`src/rtl/ppi_sync_hs.sv`:
```
// ppi_sync_hs: clocked 8255-style parallel interface with NUM_PORTS strobed/handshake
// data ports, bit-addressable port C and a control/status register.
module ppi_sync_hs #(
  parameter int DATA_W    = 8,
  parameter int NUM_PORTS = 2,
  parameter int AW        = $clog2(NUM_PORTS + 2)
) (
  input  logic                          i_clk,
  input  logic                          i_rst_n,
  input  logic                          i_cs_n,
  input  logic                          i_rd_n,
  input  logic                          i_wr_n,
  input  logic [AW-1:0]                 i_a,
  input  logic [DATA_W-1:0]             i_d,
  output logic [DATA_W-1:0]             o_d,
  output logic                          o_d_oe,
  input  logic [NUM_PORTS*DATA_W-1:0]   i_p,
  output logic [NUM_PORTS*DATA_W-1:0]   o_p,
  output logic [NUM_PORTS-1:0]          o_p_oe,
  input  logic [DATA_W-1:0]             i_pc,
  output logic [DATA_W-1:0]             o_pc,
  output logic                          o_pc_oe,
  input  logic [NUM_PORTS-1:0]          i_stb_n,
  input  logic [NUM_PORTS-1:0]          i_ack_n,
  output logic [NUM_PORTS-1:0]          o_ibf,
  output logic [NUM_PORTS-1:0]          o_obf_n,
  output logic [NUM_PORTS-1:0]          o_intr
);
  localparam int N  = NUM_PORTS;
  localparam int IW = $clog2(DATA_W);

  logic [N-1:0]        r_dir, r_mode, r_inte, r_ibf, r_obf_n, r_intr, r_ovr;
  logic                r_pc_dir;
  logic [N*DATA_W-1:0] r_lat, r_p_s1, r_p_s2;
  logic [DATA_W-1:0]   r_pc, r_pc_s1, r_pc_s2;
  logic [N-1:0]        r_stb_s1, r_stb_s2, r_stb_s3, r_ack_s1, r_ack_s2, r_ack_s3;
  logic                r_wr_q, r_rd_q, r_wpend, r_rpend;
  logic [AW-1:0]       r_waddr, r_raddr;

  logic                w_wr, w_rd1, w_wend, w_rend, w_mset, w_bsr;
  logic [IW-1:0]       w_bidx;
  logic [N-1:0]        w_stb_fall, w_stb_rise, w_ack_fall, w_ack_rise, w_m1i, w_m1o;
  logic [N-1:0]        w_wsel, w_rsel, w_wend_k, w_rend_k;
  logic [DATA_W-1:0]   w_status;

  assign w_wr       = ~i_cs_n & ~i_wr_n & r_wr_q;
  assign w_rd1      = ~i_cs_n & ~i_rd_n & r_rd_q;
  assign w_wend     = r_wpend & i_wr_n;
  assign w_rend     = r_rpend & i_rd_n;
  assign w_mset     = w_wr & (i_a == AW'(N + 1)) & i_d[DATA_W-1];
  assign w_bsr      = w_wr & (i_a == AW'(N + 1)) & ~i_d[DATA_W-1];
  assign w_bidx     = i_d[IW:1];
  assign w_stb_fall = ~r_stb_s2 & r_stb_s3;
  assign w_stb_rise = r_stb_s2 & ~r_stb_s3;
  assign w_ack_fall = ~r_ack_s2 & r_ack_s3;
  assign w_ack_rise = r_ack_s2 & ~r_ack_s3;
  assign w_m1i      = r_mode & r_dir;
  assign w_m1o      = r_mode & ~r_dir;

  assign o_p     = r_lat;
  assign o_p_oe  = ~r_dir;
  assign o_pc    = r_pc;
  assign o_pc_oe = ~r_pc_dir;
  assign o_ibf   = r_ibf;
  assign o_obf_n = r_obf_n;
  assign o_intr  = r_intr;
  assign o_d_oe  = i_rst_n & ~i_cs_n & ~i_rd_n;

  generate
    if (4 * N <= DATA_W) begin : g_ovr
      assign w_status = DATA_W'({r_ovr, r_intr, ~r_obf_n, r_ibf});
    end else begin : g_no_ovr
      assign w_status = DATA_W'({r_intr, ~r_obf_n, r_ibf});
    end
  endgenerate

  always_comb begin
    w_wsel   = '0;
    w_rsel   = '0;
    w_wend_k = '0;
    w_rend_k = '0;
    for (int k = 0; k < N; k++) begin
      w_wsel[k]   = w_wr & (i_a == AW'(k));
      w_rsel[k]   = w_rd1 & (i_a == AW'(k));
      w_wend_k[k] = w_wend & (r_waddr == AW'(k));
      w_rend_k[k] = w_rend & (r_raddr == AW'(k));
    end
  end

  always_comb begin
    o_d = '0;
    if (i_a == AW'(N + 1)) o_d = w_status;
    else if (i_a == AW'(N)) o_d = r_pc_dir ? r_pc_s2 : r_pc;
    for (int k = 0; k < N; k++)
      if (i_a == AW'(k))
        o_d = (r_dir[k] & ~r_mode[k]) ? r_p_s2[k*DATA_W +: DATA_W] : r_lat[k*DATA_W +: DATA_W];
  end

  // Pin synchronisers; the third handshake stage holds the previous value for edge detection.
  always_ff @(posedge i_clk or negedge i_rst_n) begin
    if (!i_rst_n) begin
      r_p_s1   <= '0;
      r_p_s2   <= '0;
      r_pc_s1  <= '0;
      r_pc_s2  <= '0;
      r_stb_s1 <= '1;
      r_stb_s2 <= '1;
      r_stb_s3 <= '1;
      r_ack_s1 <= '1;
      r_ack_s2 <= '1;
      r_ack_s3 <= '1;
    end else begin
      r_p_s1   <= i_p;
      r_p_s2   <= r_p_s1;
      r_pc_s1  <= i_pc;
      r_pc_s2  <= r_pc_s1;
      r_stb_s1 <= i_stb_n;
      r_stb_s2 <= r_stb_s1;
      r_stb_s3 <= r_stb_s2;
      r_ack_s1 <= i_ack_n;
      r_ack_s2 <= r_ack_s1;
      r_ack_s3 <= r_ack_s2;
    end
  end

  always_ff @(posedge i_clk or negedge i_rst_n) begin
    if (!i_rst_n) begin
      r_wr_q  <= 1'b1;
      r_rd_q  <= 1'b1;
      r_wpend <= 1'b0;
      r_rpend <= 1'b0;
      r_waddr <= '0;
      r_raddr <= '0;
    end else begin
      r_wr_q <= i_wr_n;
      r_rd_q <= i_rd_n;
      if (w_wr) begin
        r_wpend <= 1'b1;
        r_waddr <= i_a;
      end else if (i_wr_n || i_cs_n) r_wpend <= 1'b0;
      if (w_rd1) begin
        r_rpend <= 1'b1;
        r_raddr <= i_a;
      end else if (i_rd_n || i_cs_n) r_rpend <= 1'b0;
    end
  end

  // Within each port clears are written before sets so a same-cycle set wins; mode set overrides all.
  always_ff @(posedge i_clk or negedge i_rst_n) begin
    if (!i_rst_n) begin
      r_dir    <= '1;
      r_mode   <= '0;
      r_inte   <= '0;
      r_pc_dir <= 1'b1;
      r_lat    <= '0;
      r_pc     <= '0;
      r_ibf    <= '0;
      r_obf_n  <= '1;
      r_intr   <= '0;
      r_ovr    <= '0;
    end else begin
      for (int k = 0; k < N; k++) begin
        if (w_wsel[k] && !w_m1i[k]) r_lat[k*DATA_W +: DATA_W] <= i_d;
        if (w_m1o[k]) begin
          if (w_wsel[k]) r_intr[k] <= 1'b0;
          if (w_ack_fall[k]) r_obf_n[k] <= 1'b1;
          if (w_wend_k[k]) r_obf_n[k] <= 1'b0;
          if (w_ack_rise[k] && r_inte[k]) r_intr[k] <= 1'b1;
        end
        if (w_m1i[k]) begin
          if (w_rsel[k]) r_intr[k] <= 1'b0;
          if (w_rend_k[k]) r_ibf[k] <= 1'b0;
          if (w_stb_fall[k]) begin
            if (r_ibf[k] && !w_rend_k[k]) r_ovr[k] <= 1'b1;
            else begin
              r_lat[k*DATA_W +: DATA_W] <= i_p[k*DATA_W +: DATA_W];
              r_ibf[k] <= 1'b1;
            end
          end
          if (w_stb_rise[k] && r_ibf[k] && r_inte[k]) r_intr[k] <= 1'b1;
        end
      end
      if (w_wr && i_a == AW'(N)) r_pc <= i_d;
      if (w_bsr && {1'b0, w_bidx} < (IW + 1)'(DATA_W)) r_pc[w_bidx] <= i_d[0];
      if (w_mset) begin
        r_dir    <= i_d[N-1:0];
        r_mode   <= i_d[2*N-1:N];
        r_inte   <= i_d[3*N-1:2*N];
        r_pc_dir <= i_d[3*N];
        r_lat    <= '0;
        r_pc     <= '0;
        r_ibf    <= '0;
        r_obf_n  <= '1;
        r_intr   <= '0;
        r_ovr    <= '0;
      end
    end
  end
endmodule

```
`config.mk`:
```
export PLATFORM = sky130hd
export DESIGN_NAME = ppi_sync_hs
export DESIGN_NICKNAME = d
export VERILOG_FILES = /design/src/rtl/ppi_sync_hs.sv
export SDC_FILE = /design/constraint.sdc
export NUM_CORES = 1
export LEC_CHECK = 0
export BUFFER_PORTS_ARGS = -buffer_cell sky130_fd_sc_hd__buf_2
export CAP_MARGIN = 0
export CORE_MARGIN = 1
export CORE_UTILIZATION = 50
export CTS_CLUSTER_DIAMETER = 150
export DETAILED_ROUTE_END_ITERATION = 6
export HOLD_SLACK_MARGIN = 0.06
export PLACE_DENSITY = 0.73
export SYNTH_ARGS = -nofsm -noshare
export SYNTH_HDL_FRONTEND = slang
export SYNTH_SLANG_ARGS = --single-unit
```
`constraint.sdc`:
```
create_clock -name i_clk -period 2.3 [get_ports i_clk]
set_input_delay 0.345 -clock i_clk [delete_from_list [all_inputs] [get_ports i_clk]]
set_output_delay 0.345 -clock i_clk [all_outputs]
set_load 0.01 [all_outputs]
```
Word-level counts from Yosys, hierarchy flattened
Index checks and enable logic that the tools add are counted.

cells by class
  add/subtract/negate cells = 0
  $mul = 0
  divide/modulo/power cells = 0
  magnitude comparators = 2
  equality and inequality tests = 5
  shift-type cells = 0
  muxes and demuxes = 62
  bitwise gates (word level) = 40
  reductions and logical operators = 37

operators by type and width
  operator                                                     number
  two-way mux 8 bit                                            18
  two-way mux 1 bit                                            37
  AND 1 bit                                                    21
  nonzero test 2 bit                                           10
  two-way mux 16 bit                                           1
  AND 2 bit                                                    6
  logical AND 1 bit                                            12
  inverter 2 bit                                               6
  bitwise mux 8 bit                                            1
  two-way mux 2 bit                                            4
  inverter 1 bit                                               7
  equality test 2 x 1 -> 1 bit (second input constant)         3
  logical NOT 2 bit                                            3
  AND reduction 3 bit                                          2
  nonzero test 3 bit                                           2
  equality test 2 bit (second input constant)                  2
  logical NOT 1 bit                                            4
  less-than comparator 3 x 4 -> 1 bit (second input constant)  1
  AND reduction 2 bit                                          2
  demux 1 bit (select 3 bit)                                   1
  >= comparator 3 x 1 -> 1 bit (second input constant)         1
  logical OR 1 bit                                             2

word-level totals
  register bits = 107
  latch bits = 0
  memory bits (writable) = 0
  memory bits (read-only) = 0
  output and inout port bits = 42
  logic and storage cells = 175
  memories = 0

Longest topological paths before layout
  depth in word-level cells = 11
  gate-level depth with buffers = 7
  gate-level depth less buffers = 4

Worst setup path before layout
OpenSTA, ideal clock, no wires.

  path kind = register to output
  start point = register r_dir[0]
  end point = output port o_d[0]
  data arrival time = 1.659 ns
  data required time = 1.955 ns
  slack = 0.296 ns
  stages on the path, launching flop included = 5
  buffers on the path = 1
  path through = dfstp_2 nor2b_1 buf_2 mux2_2 mux4_2

between the ends
  word-level cells in the longest chain between the ends = 4

RTL lines
  what                            line  RTL
  from (decl)                     32    logic [N-1:0] r_dir, r_mode, r_inte, r_ibf, r_obf_n, r_intr, r_ovr;
  from (signal assigned)          186   r_dir <= i_d[N-1:0];
  AND 1 bit                       96    o_d = (r_dir[k] & ~r_mode[k]) ? r_p_s2[k*DATA_W +: DATA_W] : r_lat[k*DATA_W +: DATA_W];
  two-way mux 8 bit               96
  two-way mux 8 bit (2 in a row)  95    if (i_a == AW'(k))
  to (decl)                       15    output logic [DATA_W-1:0] o_d,

No other way between the ends.

Worst setup path in the final report
  start point = register r_dir[0]
  end point = output port o_d[4]

Same word-level chain as after synthesis.

==> metrics.txt <==
run status=finished, violations left; failing checks=setup timing; pwr dens=around 870 nW/µm²; row count=34; FILL cells=slightly below 700; Yosys cell types=between 40 and 50; I/O Buffers=84; DIE WIDTH=around 96 µm; worst rel slew slack=approximately a third; n_diodes=0; hpwl dp=between 7000 and 8000 µm; Antenna Nets Post-Route=0; Hold WC Path Type=input port to register; ys flop type=dfrtp_1; I/O Pins=85; #FFs+latches synth=about 110; final number of max-transition violations=0; switching part of the total=30.89%; layout cells sized above 1=between 30% and 40%; R2R cell count=4; worst skew pair latency=~0.37 ns; Tcrit/Tclk final=108.3%; fin util=62.51%; Mapped Avg Cell Area=12.63 µm²; Worst Hold Depth=1; Worst-Margin Slew=~0.97 ns; core area=around 8700 µm²; die area=9272 µm²; r2r endpoint=o_p[1]; VDD IR max=around 0.00043 V; min Tclk post-route=~2.5 ns; Synthesized Nets=between 300 and 400; Reg power frac=around 50%; DR WL/cell=approximately 19 µm; sequential fraction of the synthesis area=approximately three fifths; gr ovfl total=0; Async SR Flop Fraction=100.0%; top sig layer=met4; WHS=0.07122 ns; initial DRC count=257; die span in y=96.29 µm; Clk pwr share=between 20% and 30%; R2R Setup Slk=about 0.40 ns; DRT Pass-1 Iters=6; CP startpoint kind=register; Met2 Wirelength=4985 µm; Fin. Hold Viols=0; WL final=10850 µm; DRC=0; Placer Congestion=approximately 0.9; Worst-path clk slew=approximately 0.11 ns; Root Buffer Master=clkbuf_8; number of global-route vias before repair=approximately 3200; Cell Area, Synth=about 4400 µm²; Sw Pwr=1.457 mW; Crit Path Class=register to output port; Synth Warn #=0; combinational cell fraction of total power=between 20% and 30%; Worst Setup Slack, final=-0.1901 ns; Max Cap Violations=0; cts bufs inserted=9; Achievable Freq=between 0.4 and 0.5 GHz; CP endpoint kind=output port; hold path startpoint=i_pc[3]; DR WL met3=roughly 760 µm; crit path max fanout=5; Sink Count=around 110; Syn Inst Count=352; setup tns final=-1.290 ns; CP arrival=approximately 2.2 ns; H-tree lvl count=3; worst slack, placed=0.05061 ns; Internal Pwr Total=between 3 and 4 mW; Bufs on Longest Clock Path=2; global-route wire length before repair=approximately 17000 µm; Area growth syn-to-layout=22.04%; initial antenna violation count=0; unrepaired setup endpoints after global routing=true; TritonCTS clock tree=done; Setup Viol. Count Final=8; Post-synth EDFFs=0; leakage power=between 2 and 3 nW; Final nets=slightly below 500; Setup Skew=between 0.004 and 0.005 ns; vias per inst=around 5.7; gr usage total=about 25%; Crit path required time=around 2 ns; largest net degree at the start of global routing=about 110; Starting Density=between 50% and 60%; reg-to-reg critical path startpoint=r_raddr[0]; WL met1=4854 µm; worst hold path endpoint=r_pc_s1[3]; via count=3236
==> cell usage in the layout, fill, tap and decap left out, types with 3 or more instances in the layout <==
cell type,instances
dfrtp_1,88
buf_2,75
nand2_1,29
o21ai_0,28
a21oi_1,22
dfstp_2,19
mux2i_1,17
buf_4,14
mux2_2,11
mux2_4,11
nand3_1,11
nor2_1,11
clkbuf_8,10
buf_6,10
a31oi_1,9
mux4_2,8
inv_1,7
dlygate4sd3_1,7
nand2b_1,5
o21a_1,5
and4b_1,4
o31ai_1,4
or3_1,3
o32ai_1,3
==> cell usage after synthesis, drive strengths merged, types with 3 or more instances <==
master  count  area [µm²]
mux2i      19       190.2
o21ai      30       150.1
a21oi      22       110.1
nor2b       4       25.02
a31oi       9       56.30
or3         3       18.77
dfrtp      88        2202
nand2      29       108.9
nand2b      5       31.28
o31ai       5       42.54
inv         9       33.78
mux4        8       183.9
buf         7       46.29
nand3      12       72.57
clkbuf     13       70.07
o21a        5       37.54
mux2       22       247.7
o32ai       3       26.28
dfstp      19       499.2
nor2       11       41.29
and4b       4       40.04
==> cells by family after synthesis <==
| family | Yosys count | synth area share [%] |
|---|---|---|
| buf+inv | 29 | 3.377 |
| mux | 49 | 13.99 |
| flops | 107 | 60.77 |
| simple gates | 87 | 11.20 |
| compound gates | 80 | 10.67 |
==> timing repair <==
action                                  in CTS  in global routing
resized for setup                           29                  4
endpoints found under the setup margin       8                  8
hold buffers                                 3                  4
buffers inserted                             3                  0
hold endpoints to repair                     3                  4
pin swaps                                    0                  0
cloned                                       0                  0
==> power groups by stage <==
stage / clock, mW / combinational [mW] / sequential, mW
after global routing: 1.21 / 1.33 / 2.39
after CTS: 1.14 / 1.20 / 2.37
final: 1.12 / 1.23 / 2.37
after floorplan: 0 / 0.564 / 2.37
after detailed placement: 0 / 1.03 / 2.39
after global placement: 0 / 1.00 / 2.39
==> layer usage <==
layer	up-vias	global-route usage, %
met2	148	38.53
met4	0	9.191
met3	19	5.213
li1	1463	-
met1	1606	35.47
met5	-	0
==> metrics by stage <==
step                      area, µm²  power (mW)  instances
after detailed placement       5005       3.425        538
after global routing           5425       4.929        564
after floorplan                4446       2.934        352
final                          5425       4.718        564
after CTS                      5373       4.708        560
after global placement         5005       3.393        538
==> flip-flops by register name (all words and copies together) (netlist names), 8 cells and up <==
register  cells
r_p_s1       16
r_pc_s1       8
r_pc_s2       8
o_p          16
r_p_s2       16
o_pc          8
==> worst max-delay path, stage by stage, from the launching register on <==
cell     delay (ns)
dfstp_2        0.54
nor2b_4        0.16
buf_6          0.15
mux2_4         0.30
mux4_2         0.48
buf_6          0.14
==> cell type report <==
| type | instances | area [µm²] | area share, % |
|---|---|---|---|
| clock inverter | 6 | 56.30 | 1.038 |
| inverter | 9 | 33.78 | 0.6227 |
| multi-input combinational | 216 | 1663 | 30.65 |
| clock buffer | 10 | 137.6 | 2.537 |
| tap | 108 | 135.1 | 2.491 |
| timing repair buffer | 108 | 698.2 | 12.87 |
| sequential | 107 | 2701 | 49.79 |
==> worst max path at each step <==
stage             start  slack (ns)     end  depth (start not counted)
3_5_place_dp   r_dir[0]        0.05  o_d[5]                          5
5_1_grt        r_dir[1]       -0.24  o_d[1]                          5
3_3_place_gp   r_dir[0]        0.07  o_d[0]                          5
6_report       r_dir[0]       -0.19  o_d[4]                          5
2_1_floorplan  r_dir[0]        0.30  o_d[0]                          4
4_1_cts        r_dir[0]       -0.19  o_d[5]                          5
Note: power is estimated with default switching activity, not from simulation.
